<file path="config.mk">
export PLATFORM = sky130hd
export DESIGN_NAME = cnn_state_update
export DESIGN_NICKNAME = d
export VERILOG_FILES = /design/src/rtl/cnn_state_update.sv
export SDC_FILE = /design/constraint.sdc
export NUM_CORES = 1
export LEC_CHECK = 0
export CAP_MARGIN = 20
export CORE_AREA = 2 2 114 116
export CTS_CLUSTER_SIZE = 16
export DETAILED_ROUTE_END_ITERATION = 8
export DIE_AREA = 0 0 116 118
export DONT_BUFFER_PORTS = 1
export HOLD_SLACK_MARGIN = 0.15
export PLACE_DENSITY_LB_ADDON = 0.08
export SYNTH_ARGS = -nofsm -noshare
export SYNTH_HDL_FRONTEND = slang
export SYNTH_SLANG_ARGS = --single-unit
export TNS_END_PERCENT = 10
</file>
<file path="constraint.sdc">
create_clock -name clk -period 11.76 [get_ports clk]
set_clock_uncertainty 0.1 [all_clocks]
set_input_delay 0.588 -clock clk [delete_from_list [all_inputs] [get_ports clk]]
set_output_delay 0.588 -clock clk [all_outputs]
set_load 0.1 [all_outputs]
</file>
<file path="src/rtl/cnn_state_update.sv">
// rtl/cnn_state_update.sv - forward-Euler CNN cell state integrator with PWL output
//
// Consumes each finished template sum (A*Y + B*U + I), steps the cell state
// x <- x + h*(sum - x) with h = 2^-STEP_SHIFT, applies the clamped-linear
// output y = clamp(x, -1.0, +1.0), counts iterations and reports run completion.
//
// Optional feature macro: CNN_CONVERGE_EN
//   defined   : a step with |delta| <= TOL ends the run with converged = 1
//   undefined : every run takes exactly MAX_ITER steps, converged stays 0
//
// Ports:
//   clk        in   clock, all state on rising edge
//   rst_n      in   asynchronous active-low reset
//   start      in   one-cycle request: load x0 and begin a run (aborts a run)
//   x0         in   initial state, signed 2*WIDTH
//   sum_in     in   signed cell sum from the template-sum unit
//   sum_valid  in   finish flag of that unit (level; rising edge is accepted)
//   x_out      out  current state
//   y_out      out  current output, fed back to the Y inputs
//   y_valid    out  one-cycle pulse when x_out/y_out update from a step
//   iter       out  completed Euler steps in this run
//   busy       out  high while waiting for or applying a step
//   done       out  high once the run has finished
//   converged  out  run ended on the tolerance test (valid while done)

module cnn_state_update #(
    parameter int WIDTH      = 9,
    parameter int FRAC       = 8,
    parameter int STEP_SHIFT = 2,
    parameter int MAX_ITER   = 64,
    parameter int TOL        = 2
) (
    input  logic                        clk,
    input  logic                        rst_n,
    input  logic                        start,
    input  logic signed [2*WIDTH-1:0]   x0,
    input  logic signed [2*WIDTH-1:0]   sum_in,
    input  logic                        sum_valid,
    output logic signed [2*WIDTH-1:0]   x_out,
    output logic signed [2*WIDTH-1:0]   y_out,
    output logic                        y_valid,
    output logic [7:0]                  iter,
    output logic                        busy,
    output logic                        done,
    output logic                        converged
);

    localparam int W2 = 2 * WIDTH;
    localparam int WD = W2 + 1;
    localparam logic [7:0] MAX_ITER_C = 8'(MAX_ITER);
    localparam logic signed [W2-1:0] PWL_ONE = W2'(1 << FRAC);

    typedef enum logic [1:0] {
        S_IDLE   = 2'd0,
        S_WAIT   = 2'd1,
        S_UPDATE = 2'd2,
        S_DONE   = 2'd3
    } state_t;

    state_t                 state_q;
    logic signed [W2-1:0]   x_q;
    logic signed [W2-1:0]   y_q;
    logic signed [W2-1:0]   sum_q;
    logic [7:0]             iter_q;
    logic                   y_valid_q;
    logic                   conv_q;
    logic                   sv_q;

    logic                   accept;
    logic signed [WD-1:0]   diff;
    logic signed [WD-1:0]   delta;
    logic signed [W2-1:0]   x_d;
    logic                   small_delta;
    logic                   last_step;

    function automatic logic signed [W2-1:0] pwl(input logic signed [W2-1:0] v);
        if (v > PWL_ONE) begin
            return PWL_ONE;
        end else if (v < -PWL_ONE) begin
            return -PWL_ONE;
        end else begin
            return v;
        end
    endfunction

    always_comb begin
        accept = sum_valid & ~sv_q;
        // One extra bit so sum - x cannot overflow; arithmetic shift floors.
        diff   = {sum_q[W2-1], sum_q} - {x_q[W2-1], x_q};
        delta  = diff >>> STEP_SHIFT;
        // x + h*(sum - x) lies between x and sum, so truncation is lossless.
        x_d    = x_q + W2'(delta);
`ifdef CNN_CONVERGE_EN
        small_delta = (delta <= WD'(TOL)) && (delta >= -(WD'(TOL)));
`else
        small_delta = 1'b0;
`endif
        last_step = ((iter_q + 8'd1) == MAX_ITER_C);
    end

    always_ff @(posedge clk or negedge rst_n) begin
        if (!rst_n) begin
            state_q   <= S_IDLE;
            x_q       <= '0;
            y_q       <= '0;
            sum_q     <= '0;
            iter_q    <= '0;
            y_valid_q <= 1'b0;
            conv_q    <= 1'b0;
            sv_q      <= 1'b0;
        end else begin
            sv_q      <= sum_valid;
            y_valid_q <= 1'b0;
            // start has priority over any accept or pending update.
            if (start) begin
                x_q     <= x0;
                y_q     <= pwl(x0);
                iter_q  <= '0;
                conv_q  <= 1'b0;
                state_q <= S_WAIT;
            end else begin
                case (state_q)
                    S_IDLE: begin
                    end
                    S_WAIT: begin
                        if (accept) begin
                            sum_q   <= sum_in;
                            state_q <= S_UPDATE;
                        end
                    end
                    S_UPDATE: begin
                        x_q       <= x_d;
                        y_q       <= pwl(x_d);
                        iter_q    <= iter_q + 8'd1;
                        y_valid_q <= 1'b1;
                        if (small_delta) begin
                            conv_q  <= 1'b1;
                            state_q <= S_DONE;
                        end else if (last_step) begin
                            state_q <= S_DONE;
                        end else begin
                            state_q <= S_WAIT;
                        end
                    end
                    S_DONE: begin
                    end
                    default: state_q <= S_IDLE;
                endcase
            end
        end
    end

    assign x_out     = x_q;
    assign y_out     = y_q;
    assign y_valid   = y_valid_q;
    assign iter      = iter_q;
    assign busy      = (state_q == S_WAIT) || (state_q == S_UPDATE);
    assign done      = (state_q == S_DONE);
    assign converged = conv_q;

endmodule

</file>
==> metrics.cfg <==
[layout]
drive_above_1_share_pct=9.46
stdcell_count=743
nets=648
insertedDiodeCount=0
stdcell_area_sq_um=5570
layout_common_cells=66 x dfrtp_1, 54 x nand2_1, 48 x nor2_1, 42 x a21oi_1, 40 x ha_1
final_common_cell=dfrtp_1
area_growth_syn_to_layout_pct=11.1
utilization_pct=44.9

[power_and_ir_drop]
p_per_area_nw_per_um2=318
p_leak_nw=2.42
ir_drop_v=0.000142

[synthesis]
seq_area_frac_synth_pct=32.9
synthCells=568
yosysWarnings=0
synthArstFlopShare_pct=100
synth-edff-count=0
synthesis.nets=649
synth_seq_cells=66
synth_ff_type=dfrtp_1
netlist_area_sq_um=5020
yosysUniqueCellTypes=65
avgSynthCellArea_sq_um=8.83

[drt]
drt.antenna.violating_nets=0
wl_per_cell_microns=18.6
vias_per_cell=5.65
drt_iter0_drc=253
wl_mm=13.8
vias=4201
dr.pass1.iters=4
drc=0

[place]
port_buffers=0
gp_congestion=0.890
dp_cells=726
place_hpwl_mm=10.2
post_dp_cell_area_sq_um=5200

[die]
pin_count=88
coreArea_sq_um=12400
dieArea_sq_um=13700
initial_utilization_pct=40.4
dieHeight_microns=118
rows=41
fp.dieW_microns=116

[job]
maxCapViolCount=0

[sta]
period_share_pct=55.1
setup_viol=0
fmax_mhz=154
fin_setup_tns_ns=0
rsz0062_at_grt=no
tightest_slew_ns=1.08
min_period_ns=6.48
drv_slew=0
max_slew_margin_pct=27.8
hold_violations=0

[critical_path]
slowest_stage=dfrtp_1
critPathBufInv=1
cp.arrival_ns=6.61
cp.required_ns=11.89
r2r_cells=21
crit_family=compound AO/OA/AOI/OAI gates
start_kind=register
crit_chain=inv_1 > ha_1 > a21o_1 > a2111o_1 > a21oi_1 > o21ai_0 > and2_1 > o21a_1 > o21a_1 > nor2_1 > ha_1 > a21o_1 > a31o_1 > a21o_1 > a221oi_4 > o21ai_1 > o21ai_0 > xnor3_1 > a31oi_1 > nor4b_1 > o22a_1
crit_type=register to register
worst-path-max-fanout=13
r2r_slack_ns=5.28
crit_cells=21
cpPeakStageDelay_ns=0.99
critical_path.most_common_cell=a21o_1
end_kind=register

[clocking]
cts_htree_levels=3
ctsRootBufferMaster=clkbuf_16
ctsHoldBuffers=2
clockBufferDepth=2
clk_pin_slew_ns=0.06
cts.sinks=66
cts_tree=done
cts-resized-gates=0
cts_buffers=9
cts_setup_buffers=0
clock_latency_ns=0.34

[grt]
grtUsageTotal_pct=21.2
grt_pass1_wl_mm=22.7
grt_pass1_vias=4255
grt_max_degree=67
grt_overflow_total=0
antenna_found_initial=0

[hold_path]
holdPathStages=0
hold_path_class=primary input to register

[outcome]
status=complete, no violations

cell usage after synthesis (6+ instances only):
library cell  number  area [sq um]
dfrtp_1           66          1650
nand2_1           54           203
nor2_1            49           184
a21oi_1           42           210
ha_1              40           500
o21ai_0           34           170
inv_1             32           120
mux2_2            21           236
clkbuf_1          16          60.1
xor2_1            16           140
mux2i_1           14           140
xnor2_1           13           114
a21o_1            11          82.6
nand3_1           11          55.1
nand4_1           11          68.8
or3_1              9          56.3
a211oi_1           8          60.1
o21a_1             8          60.1
and3_1             7          43.8
nand2b_1           7          43.8
nor3_1             7          35.0
nor4_1             7          43.8
o22a_1             7          61.3
or4_1              7          52.6
o221ai_1           6          52.6
area by class of cell:
cell class	instances	area, sq um
fill	1251	6840
multi-input combinational	449	3160
sequential	66	1650
clock buffer	10	229
tap	172	215
inverter	32	120
clock inverter	5	104
timing repair buffer	9	90.1
metrics by stage:
stage | hold WS, ns | worst slack, ns | power (mW)
floorplan | 0.192 | 6.12 | 1.22
detailed placement | 0.195 | 5.29 | 1.44
finish | 0.172 | 5.28 | 1.77
CTS | 0.153 | 5.27 | 1.77
global placement | 0.195 | 5.35 | 1.44
global route | 0.153 | 4.83 | 1.90
sequential cells by signal (all words and copies together), names as in the netlist:
register	flops
iter	8
y_valid	1
sv_q	1
x_out	18
y_out	18
state_q	2
sum_q	18
power by group:
group | switching (mW) | internal, mW
combinational | 0.629 | 0.384
clock | 0.101 | 0.206
sequential | 0.187 | 0.264
total | 0.918 | 0.853
per-layer routing:
layer / up-vias / GRT usage (%) / wire (microns)
met5: - / 0 / 0
met4: 0 / 6.18 / 193
met3: 16 / 6.75 / 928
met2: 119 / 29.8 / 5800
met1: 1984 / 31.0 / 6880
li1: 2082 / - / -
path summary, 6_finish.rpt:
check / from / end
hold / removal: sum_valid / sv_q
min in group asynchronous: rst_n / sum_q[13]
max in group asynchronous: rst_n / sum_q[17]
setup reg to reg: x_out[4] / y_out[0]
hold reg to reg: sum_q[0] / sum_q[0]
setup / recovery: x_out[4] / y_out[0]
kinds of logic after synthesis:
group	after synthesis	synth area share [%]
and+or+nand+nor	185	18.0
AOI/OAI and AO/OA	156	21.2
DFF	66	32.9
buffers and inverters	53	4.07
adders and majority gates	41	10.4
muxes	35	7.51
xor gates and xnor gates	31	5.84
other	1	0.0748
No activity file was read; power rests on OpenSTA's default activity.
